$ cat src/rtl/simon_pkg.sv
// Shared FSM state encoding, mode indicator constants and sizing helper
// for the Simon sequencer.
package simon_pkg;

    localparam logic [2:0] MODE_INPUT    = 3'b001;
    localparam logic [2:0] MODE_PLAYBACK = 3'b010;
    localparam logic [2:0] MODE_REPEAT   = 3'b100;
    localparam logic [2:0] MODE_DONE     = 3'b111;
    localparam logic [2:0] MODE_WIN      = 3'b101;

    typedef enum logic [2:0] {
        ST_INPUT    = MODE_INPUT,
        ST_PLAYBACK = MODE_PLAYBACK,
        ST_REPEAT   = MODE_REPEAT,
        ST_DONE     = MODE_DONE,
        ST_WIN      = MODE_WIN
    } state_t;

    // Bits needed to hold values 0..n-1, never less than one bit.
    function automatic int idx_width(input int n);
        return (n > 1) ? $clog2(n) : 1;
    endfunction

    function automatic logic [2:0] mode_of(input state_t s);
        logic [2:0] m;
        case (s)
            ST_INPUT:    m = MODE_INPUT;
            ST_PLAYBACK: m = MODE_PLAYBACK;
            ST_REPEAT:   m = MODE_REPEAT;
            ST_DONE:     m = MODE_DONE;
            ST_WIN:      m = MODE_WIN;
            default:     m = MODE_INPUT;
        endcase
        return m;
    endfunction

endpackage

$ cat src/rtl/simon_sequencer_if.sv
// Player-facing bus of the Simon sequencer: switch submit and display outputs.
interface simon_sequencer_if #(
    parameter int NUM_LEDS  = 4,
    parameter int MAX_DEPTH = 16
);
    localparam int LW = $clog2(MAX_DEPTH + 1);

    logic [NUM_LEDS-1:0] pattern_in;
    logic                pattern_valid;
    logic [NUM_LEDS-1:0] pattern_leds;
    logic [2:0]          mode_leds;
    logic [LW-1:0]       level;

    modport master (
        output pattern_in, pattern_valid,
        input  pattern_leds, mode_leds, level
    );

    modport slave (
        input  pattern_in, pattern_valid,
        output pattern_leds, mode_leds, level
    );

endinterface

$ cat src/rtl/simon_pattern_mem.sv
// Pattern storage: one synchronous write port, one asynchronous read port.
module simon_pattern_mem #(
    parameter int NUM_LEDS  = 4,
    parameter int MAX_DEPTH = 16,
    parameter int AW        = 4
) (
    input  logic                clk,
    input  logic                wr_en,
    input  logic [AW-1:0]       wr_addr,
    input  logic [NUM_LEDS-1:0] wr_data,
    input  logic [AW-1:0]       rd_addr,
    output logic [NUM_LEDS-1:0] rd_data
);

    logic [NUM_LEDS-1:0] mem [MAX_DEPTH];

    always_ff @(posedge clk) begin
        if (wr_en) begin
            mem[wr_addr] <= wr_data;
        end
    end

    assign rd_data = mem[rd_addr];

endmodule

$ cat src/rtl/simon_sequencer.sv
// Simon memory game sequencer: record, play back, check repeats, then end
// in a replaying DONE state or an all-on WIN state.
module simon_sequencer
    import simon_pkg::*;
#(
    parameter int NUM_LEDS   = 4,
    parameter int MAX_DEPTH  = 16,
    parameter int PLAY_TICKS = 4,
    parameter int TIMEOUT    = 0
) (
    input logic              clk,
    input logic              rst,
    simon_sequencer_if.slave bus
);

    localparam int LW      = $clog2(MAX_DEPTH + 1);
    localparam int IW      = idx_width(MAX_DEPTH);
    localparam int TW      = idx_width(PLAY_TICKS);
    localparam int OW      = idx_width(TIMEOUT);
    localparam int TO_LAST = (TIMEOUT > 0) ? TIMEOUT - 1 : 0;

    state_t              state;
    logic [LW-1:0]       level;
    logic [IW-1:0]       play_idx;
    logic [IW-1:0]       rep_idx;
    logic [TW-1:0]       tick;
    logic [OW-1:0]       to_cnt;
    logic [NUM_LEDS-1:0] rd_data;
    logic [IW-1:0]       rd_addr;
    logic                wr_en;
    logic                legal;
    logic                tick_done;
    logic                last_play;
    logic                last_rep;
    logic                match;
    logic                timed_out;

    assign legal     = $onehot(bus.pattern_in);
    assign wr_en     = (state == ST_INPUT) && bus.pattern_valid && legal;
    assign tick_done = (tick == TW'(PLAY_TICKS - 1));
    assign last_play = (LW'(play_idx) == level - LW'(1));
    assign last_rep  = (LW'(rep_idx) == level - LW'(1));
    assign match     = (bus.pattern_in == rd_data);
    assign timed_out = (TIMEOUT > 0) && (to_cnt == OW'(TO_LAST));
    assign rd_addr   = (state == ST_REPEAT) ? rep_idx : play_idx;

    simon_pattern_mem #(
        .NUM_LEDS (NUM_LEDS),
        .MAX_DEPTH(MAX_DEPTH),
        .AW       (IW)
    ) u_mem (
        .clk    (clk),
        .wr_en  (wr_en),
        .wr_addr(level[IW-1:0]),
        .wr_data(bus.pattern_in),
        .rd_addr(rd_addr),
        .rd_data(rd_data)
    );

    always_ff @(posedge clk) begin
        if (rst) begin
            state    <= ST_INPUT;
            level    <= '0;
            play_idx <= '0;
            rep_idx  <= '0;
            tick     <= '0;
            to_cnt   <= '0;
        end else begin
            case (state)
                ST_INPUT: begin
                    if (wr_en) begin
                        level    <= level + LW'(1);
                        play_idx <= '0;
                        tick     <= '0;
                        state    <= ST_PLAYBACK;
                    end
                end
                // DONE reuses the playback walk but wraps instead of leaving.
                ST_PLAYBACK, ST_DONE: begin
                    if (tick_done) begin
                        tick <= '0;
                        if (last_play) begin
                            play_idx <= '0;
                            if (state == ST_PLAYBACK) begin
                                state   <= ST_REPEAT;
                                rep_idx <= '0;
                                to_cnt  <= '0;
                            end
                        end else begin
                            play_idx <= play_idx + IW'(1);
                        end
                    end else begin
                        tick <= tick + TW'(1);
                    end
                end
                ST_REPEAT: begin
                    if (bus.pattern_valid) begin
                        if (!match) begin
                            state    <= ST_DONE;
                            play_idx <= '0;
                            tick     <= '0;
                        end else if (last_rep) begin
                            state <= (level == LW'(MAX_DEPTH)) ? ST_WIN : ST_INPUT;
                        end else begin
                            rep_idx <= rep_idx + IW'(1);
                            to_cnt  <= '0;
                        end
                    end else if (timed_out) begin
                        state    <= ST_DONE;
                        play_idx <= '0;
                        tick     <= '0;
                    end else if (TIMEOUT > 0) begin
                        to_cnt <= to_cnt + OW'(1);
                    end
                end
                ST_WIN: begin
                    state <= ST_WIN;
                end
                default: begin
                    state <= ST_INPUT;
                end
            endcase
        end
    end

    always_comb begin
        bus.pattern_leds = bus.pattern_in;
        case (state)
            ST_PLAYBACK, ST_DONE: bus.pattern_leds = rd_data;
            ST_WIN:               bus.pattern_leds = '1;
            default:              bus.pattern_leds = bus.pattern_in;
        endcase
    end

    assign bus.mode_leds = mode_of(state);
    assign bus.level     = level;

endmodule
$ cat src/flat_wrapper.sv
// flat-port wrapper written by rule: the top's interface ports become plain ports
module simon_sequencer_flat import simon_pkg::*;
#(
    parameter int NUM_LEDS   = 4,
    parameter int MAX_DEPTH  = 16,
    parameter int PLAY_TICKS = 4,
    parameter int TIMEOUT    = 0
)
  (clk, rst, bus_pattern_in, bus_pattern_valid, bus_pattern_leds, bus_mode_leds, bus_level);
  simon_sequencer_if #(.NUM_LEDS(NUM_LEDS), .MAX_DEPTH(MAX_DEPTH)) bus_i ();
  input logic clk;
  input logic rst;
  input wire logic [$bits(bus_i.pattern_in)-1:0] bus_pattern_in;
  input wire logic [$bits(bus_i.pattern_valid)-1:0] bus_pattern_valid;
  output wire logic [$bits(bus_i.pattern_leds)-1:0] bus_pattern_leds;
  output wire logic [$bits(bus_i.mode_leds)-1:0] bus_mode_leds;
  output wire logic [$bits(bus_i.level)-1:0] bus_level;
  assign bus_i.pattern_in = bus_pattern_in;
  assign bus_i.pattern_valid = bus_pattern_valid;
  assign bus_pattern_leds = bus_i.pattern_leds;
  assign bus_mode_leds = bus_i.mode_leds;
  assign bus_level = bus_i.level;
  simon_sequencer #(.NUM_LEDS(NUM_LEDS), .MAX_DEPTH(MAX_DEPTH), .PLAY_TICKS(PLAY_TICKS), .TIMEOUT(TIMEOUT)) u_core (.clk(clk), .rst(rst), .bus(bus_i));
endmodule
$ cat config.mk
export PLATFORM = sky130hd
export DESIGN_NAME = simon_sequencer_flat
export DESIGN_NICKNAME = d
export VERILOG_FILES = /design/src/rtl/simon_pkg.sv /design/src/rtl/simon_sequencer_if.sv /design/src/rtl/simon_pattern_mem.sv /design/src/rtl/simon_sequencer.sv /design/src/flat_wrapper.sv
export SDC_FILE = /design/constraint.sdc
export NUM_CORES = 1
export LEC_CHECK = 0
export CORE_MARGIN = 4
export CORE_UTILIZATION = 47
export CTS_CLUSTER_DIAMETER = 120
export DETAILED_ROUTE_END_ITERATION = 6
export PLACE_DENSITY = 0.67
export REMOVE_ABC_BUFFERS = 1
export SYNTH_ARGS = -nofsm -noshare
export SYNTH_HDL_FRONTEND = slang
export SYNTH_SLANG_ARGS = --single-unit
$ cat constraint.sdc
create_clock -name clk -period 3 [get_ports clk]
set_clock_uncertainty 0.1 [all_clocks]
set_input_delay 0.3 -clock clk [delete_from_list [all_inputs] [get_ports clk]]
set_output_delay 0.3 -clock clk [all_outputs]
set_load 0.01 [all_outputs]
# Yosys cells after proc, flatten, opt, wreduce, memory -nomap -nowiden
# Memories as Yosys holds them, arrays and structs flattened.
# Index checks and enable logic that the tools add are counted.
# op_classes
n_eq_ne	20
n_addsub	8
n_mux	32
reduce_logical	10
# ops
cell	n
2-to-1 mux 4 bit	12
2-to-1 mux 3 bit	8
case mux 3 bit (4 select lines)	2
case mux 4 bit (2 select lines)	2
case mux 4 bit (3 select lines)	1
equality test 4 x 5 -> 1 bit	2
equality test 3 bit (second input constant)	3
adder 4 x 1 -> 4 bit (second input constant)	2
2-to-1 mux 2 bit	4
inequality test 2 x 1 -> 1 bit (second input constant)	4
inequality test 2 bit (second input constant)	4
AND reduction 7 bit	1
equality test 3 x 1 -> 1 bit (second input constant)	2
case mux 2 bit (3 select lines)	1
AND reduction 6 bit	1
adder 5 x 1 -> 5 bit (second input constant)	1
equality test 5 bit (second input constant)	1
AND reduction 5 bit	1
subtractor 5 x 1 -> 5 bit (second input constant)	1
adder 1 x 1 -> 2 bit	2
equality test 4 bit	1
AND reduction 4 bit	1
adder 3 bit	1
equality test 3 x 2 -> 1 bit (second input constant)	1
9 further kinds	11
# word_totals
ramBits	64
in_bits	7
output_inout_bits	12
register_bits	18
n_memories	1
# memory_table
memory	depth	width	read_ports	rd_ports_with_merged_regs	wr	line	source
u_core.u_mem.mem	16	4	1	0	1	simon_pattern_mem.sv:15	logic [NUM_LEDS-1:0] mem [MAX_DEPTH];

# Depth between registers and ports, before layout
# An unclocked memory read counts as a cell.
# logic_depth
ltp_word	7
depth_mapped	12

# Modules after synthesis
# Synthesis repeated with hierarchy kept, for this count alone.
# hier_totals
cells_unflattened	322
hier_area_um2	4157.7
# modules_own_cells
mod	instances	cells_per_inst	area_each_um2	seq_area_each_um2
simon_pattern_mem	1	126	2586.2	1921.8
simon_sequencer	1	196	1571.5	360.3

# Least setup slack after synthesis
# OpenSTA, ideal clock, no wires.
# synth_timing
path_type	input to register
startpoint	in bus_pattern_in[0]
endpoint	mem u_core.u_mem.mem[3][0], enable pin
setup_slack_ns	-0.179
cell_stages	7
arrival_time_ns	2.718
path_buffers	0
cell_sequence	ha_1 ha_1 fa_1 or4_1 nor2_1 nand2_1 nor3_1
# synth_between
elab_chain_len	6
# synth_lines
element	line	source
from (decl)	flat_wrapper.sv:13	input wire logic [$bits(bus_i.pattern_in)-1:0] bus_pattern_in;
adder 1 x 1 -> 2 bit (implied by the code)	simon_sequencer.sv:38	assign legal = $onehot(bus.pattern_in);
adder 3 bit (implied by the code)	simon_sequencer.sv:38	
equality test 3 x 1 -> 1 bit	simon_sequencer.sv:38	
logical AND 1 bit	simon_sequencer.sv:39	assign wr_en = (state == ST_INPUT) && bus.pattern_valid && legal;
2-to-1 mux 1 bit	simon_pattern_mem.sv:18	if (wr_en) begin
2-to-1 mux 1 bit (implied by the code)	simon_pattern_mem.sv:19	mem[wr_addr] <= wr_data;
to (decl)	simon_pattern_mem.sv:15	
# Every way passes these cells.

# Worst setup path after layout
# layout_timing
startpoint	reg u_core.play_idx[0]
endpoint	reg u_core.rep_idx[3]
# layout_between
elab_chain_len	5
word_cells_on_any_way	7
# layout_lines
element	line	source
from (decl)	simon_sequencer.sv:24	logic [IW-1:0] play_idx;
from (signal assigned)	simon_sequencer.sv:90	play_idx <= play_idx + IW'(1);
2-to-1 mux 4 bit	simon_sequencer.sv:45	assign rd_addr = (state == ST_REPEAT) ? rep_idx : play_idx;
memory read (16 x 4 bit)	--	
equality test 4 bit	simon_sequencer.sv:43	assign match = (bus.pattern_in == rd_data);
inequality test 2 x 1 -> 1 bit (no line)	--	
AND reduction 7 bit (no line) (*)	--	
to (signal assigned)	simon_sequencer.sv:105	rep_idx <= rep_idx + IW'(1);
to (decl)	simon_sequencer.sv:25	logic [IW-1:0] rep_idx;
# Mark *: on every way between the ends. The rest lies on a longest branch, timed or not.
# A chain may end at the register's enable or synchronous reset.

==> flow_metrics.tcl <==
set metrics [dict create \
    finalCritPeriodShare 1.042 \
    synth-seq-cells 82 \
    synth_edf_count 64 \
    post_drt_wl_per_cell_um 22.00 \
    synth.area.top_cells "edfxtp_1 39%, mux4_2 11%, dfxtp_1 7.3%" \
    power_mw 2.301 \
    path_clk_slew_ns 0.08 \
    die-area_um2 12160 \
    max_freq_mhz 319.8 \
    critical_path_class "reg -> reg" \
    p_comb_frac 0.153 \
    core_area_um2 10280 \
    power.static_leakage_nw 2.241 \
    cp_max_fo 4 \
    fin_tns_setup_ns -0.3248 \
    p_seq_frac 0.544 \
    die_h_um 110.3 \
    grt_pass1_vias 3723 \
    via_count 3869 \
    setup_violations 7 \
    std_cell_rows 37 \
    cap_violations 0 \
    drt-total-wl_mm 13.93 \
    worst_pin_slew_ns 0.7507 \
    synth_area_um2 4917 \
    synth.yosys.seq_area_share 0.4641 \
    yosys.cell_types.count 67 \
    cp.arrival_ns 3.32 \
    final_nets 512 \
    drive_above_1_share 0.3903 \
    antenna_found_initial 0 \
    yosys_warnings 0 \
    cts_hold_buffers 0 \
    power_frac_clock 0.304 \
    worst_slack_ns -0.1272 \
    drt-pass1-iter-count 5 \
    netlist_instances 405 \
    synth_top_area_share 0.3908 \
    outcome "complete, but fails checks" \
    layout_common_cells "72 x buf_4, 64 x edfxtp_1, 35 x nor2_1, 29 x mux4_2, 25 x nand2_1" \
    end_kind "flop" \
    hold_viol 0 \
    p_sw_mw 0.6103 \
    relSlewSlack 0.4866 \
    grt_first_pass_wirelength_mm 20.91 \
    hold_class "reg -> reg" \
    n_antenna_cell 0 \
    violations "negative setup slack" \
    dp_hpwl_mm 9.983 \
    clock_path_buffers 2 \
    postRouteAntennaNets 0 \
    clkSinkCount 82 \
    cp.required_ns 3.19 \
    rsz0062_at_grt "yes" \
    initial_core_util 0.4785 \
    yosysTopAreaCell "edfxtp_1" \
    cts_tree "yes" \
    ys.flop_type "edfxtp_1" \
    finalCriticalPeriod_ns 3.127 \
    cts_made_buffers 9 \
    swShare 0.2652 \
    place.gp.congestion 0.8718 \
    via_per_inst 6.112 \
    p_int_mw 1.691 \
    num_io_pins 19 \
    grt_usage 0.2350 \
    slew_viol_final 0 \
    die_width_um 110.3 \
    syn_to_final_growth_pct 29.77 \
    powerDensity_nw_per_um2 360.6 \
    grt_overflow 0 \
    ir_drop_v 0.0002062 \
    drtIter0Drc 353 \
    ys_async_sr_fraction 0 \
    crit_path_start_kind "flop" \
    drc 0 \
    grt_start_max_net_pins 22 \
    port_buffers 18 \
    htree_levels 3 \
    final_common_cell "buf_4" \
    clock_latency_ns 0.36 \
    cts_root_buf "clkbuf_8" \
    syn_area_per_cell_um2 12.14 \
]
[what timing repair did]
item / CTS / global route
setup buffers: 8 / 8
endpoints found under the hold margin: 0 / 0
gates resized for setup: 51 / 52
endpoints found under the setup margin: 82 / 33
pin swaps: 12 / 27
[state kept, by name, indices dropped and copies added (netlist names)]
signal            cells
u_core.u_mem.mem     64
u_core.bus.level      5
u_core.play_idx       4
u_core.rep_idx        4
u_core.state          3
u_core.tick           2
[worst max-delay path, cell delays in order, from the launching register on]
cell       delay (ns)
dfxtp_4          0.40
buf_6            0.12
mux4_2           0.48
mux2_4           0.30
mux2_4           0.29
a221oi_4         0.31
a2bb2oi_2        0.22
nand3_4          0.12
or4_4            0.56
a31oi_4          0.16
[path summary, 6_finish.rpt]
path                                         start  slack [ns]  depth (start not counted)                 to
worst min-delay path                u_core.tick[1]        0.41                          2     u_core.tick[1]
worst max register to register  u_core.play_idx[0]       -0.13                          9  u_core.rep_idx[3]
worst max-delay path            u_core.play_idx[0]       -0.13                          9  u_core.rep_idx[3]
worst min register to register      u_core.tick[1]        0.41                          2     u_core.tick[1]
[metal layers]
layer | vias up | global-route usage | wire length [um]
met5 | - | 0 | 0
met4 | 0 | 0.1064 | 452
met3 | 40 | 0.04077 | 941
met2 | 169 | 0.3839 | 6837
met1 | 1908 | 0.3073 | 5697
li1 | 1752 | - | -
[cells by family (layout without fill, tap and decap cells)]
group                    count (synthesis)  count (layout)  synth area share
buffers and inverters                   37             129           0.03664
XOR/XNOR                                15              15           0.02672
AO/OA/AOI/OAI                           70              70            0.1020
adder cells (fa/ha/maj)                 12              12           0.03206
AND/OR/NAND/NOR                        140             140            0.1499
multiplexers                            49              49            0.1885
flip-flops                              82              82            0.4641
[synthesized netlist by cell type, types with 3 or more instances]
cell type and number:
clkbuf_1 14, xor2_1 5, buf_2 6, mux2i_1 11, nor2b_1 7, o22ai_1 3, a211oi_1 3, mux4_2 25
o21ai_0 12, nor2_1 37, mux4_1 7, edfxtp_1 64, a21o_1 4, dfxtp_1 18, nand3_1 15, buf_6 3
buf_4 3, a31oi_1 4, or4_1 5, a21oi_1 15, o211ai_1 5, mux2_2 5, nand2b_1 8, xnor2_1 10
nand2_1 27, buf_1 3, ha_1 11, and2_1 3, inv_1 7, nor3_1 14, nand4_1 3
[power groups by stage]
stage	combinational, mW	clock (mW)	sequential, mW
floorplan	0.148	0	1.29
global placement	0.293	0	1.28
detailed placement	0.302	0	1.28
CTS	0.308	0.712	1.25
global route	0.377	0.757	1.25
finish	0.351	0.699	1.25
[final cells by class]
type,count,area [um^2]
clock buffer,11,131.4
timing repair buffer,106,952.2
clock inverter,4,30.03
fill,783,3896
multi-input combinational,286,2780
inverter,8,30.03
tap,136,170.2
sequential,82,2287
[through the flow]
step / setup WS, ns / hold slack (ns) / std cells / instance area, um^2 / utilization
final: -0.1272 / 0.4088 / 633 / 6381 / 0.6209
after global routing: -0.1920 / 0.4451 / 633 / 6381 / 0.6209
after CTS: -0.08694 / 0.4046 / 625 / 6048 / 0.5885
after detailed placement: -0.5015 / 0.3924 / 602 / 5733 / 0.5578
after global placement: -0.4567 / 0.3706 / 602 / 5733 / 0.5578
after floorplan: -0.4939 / 0.2691 / 376 / 4767 / -
Note: power is estimated with default switching activity, not from simulation.
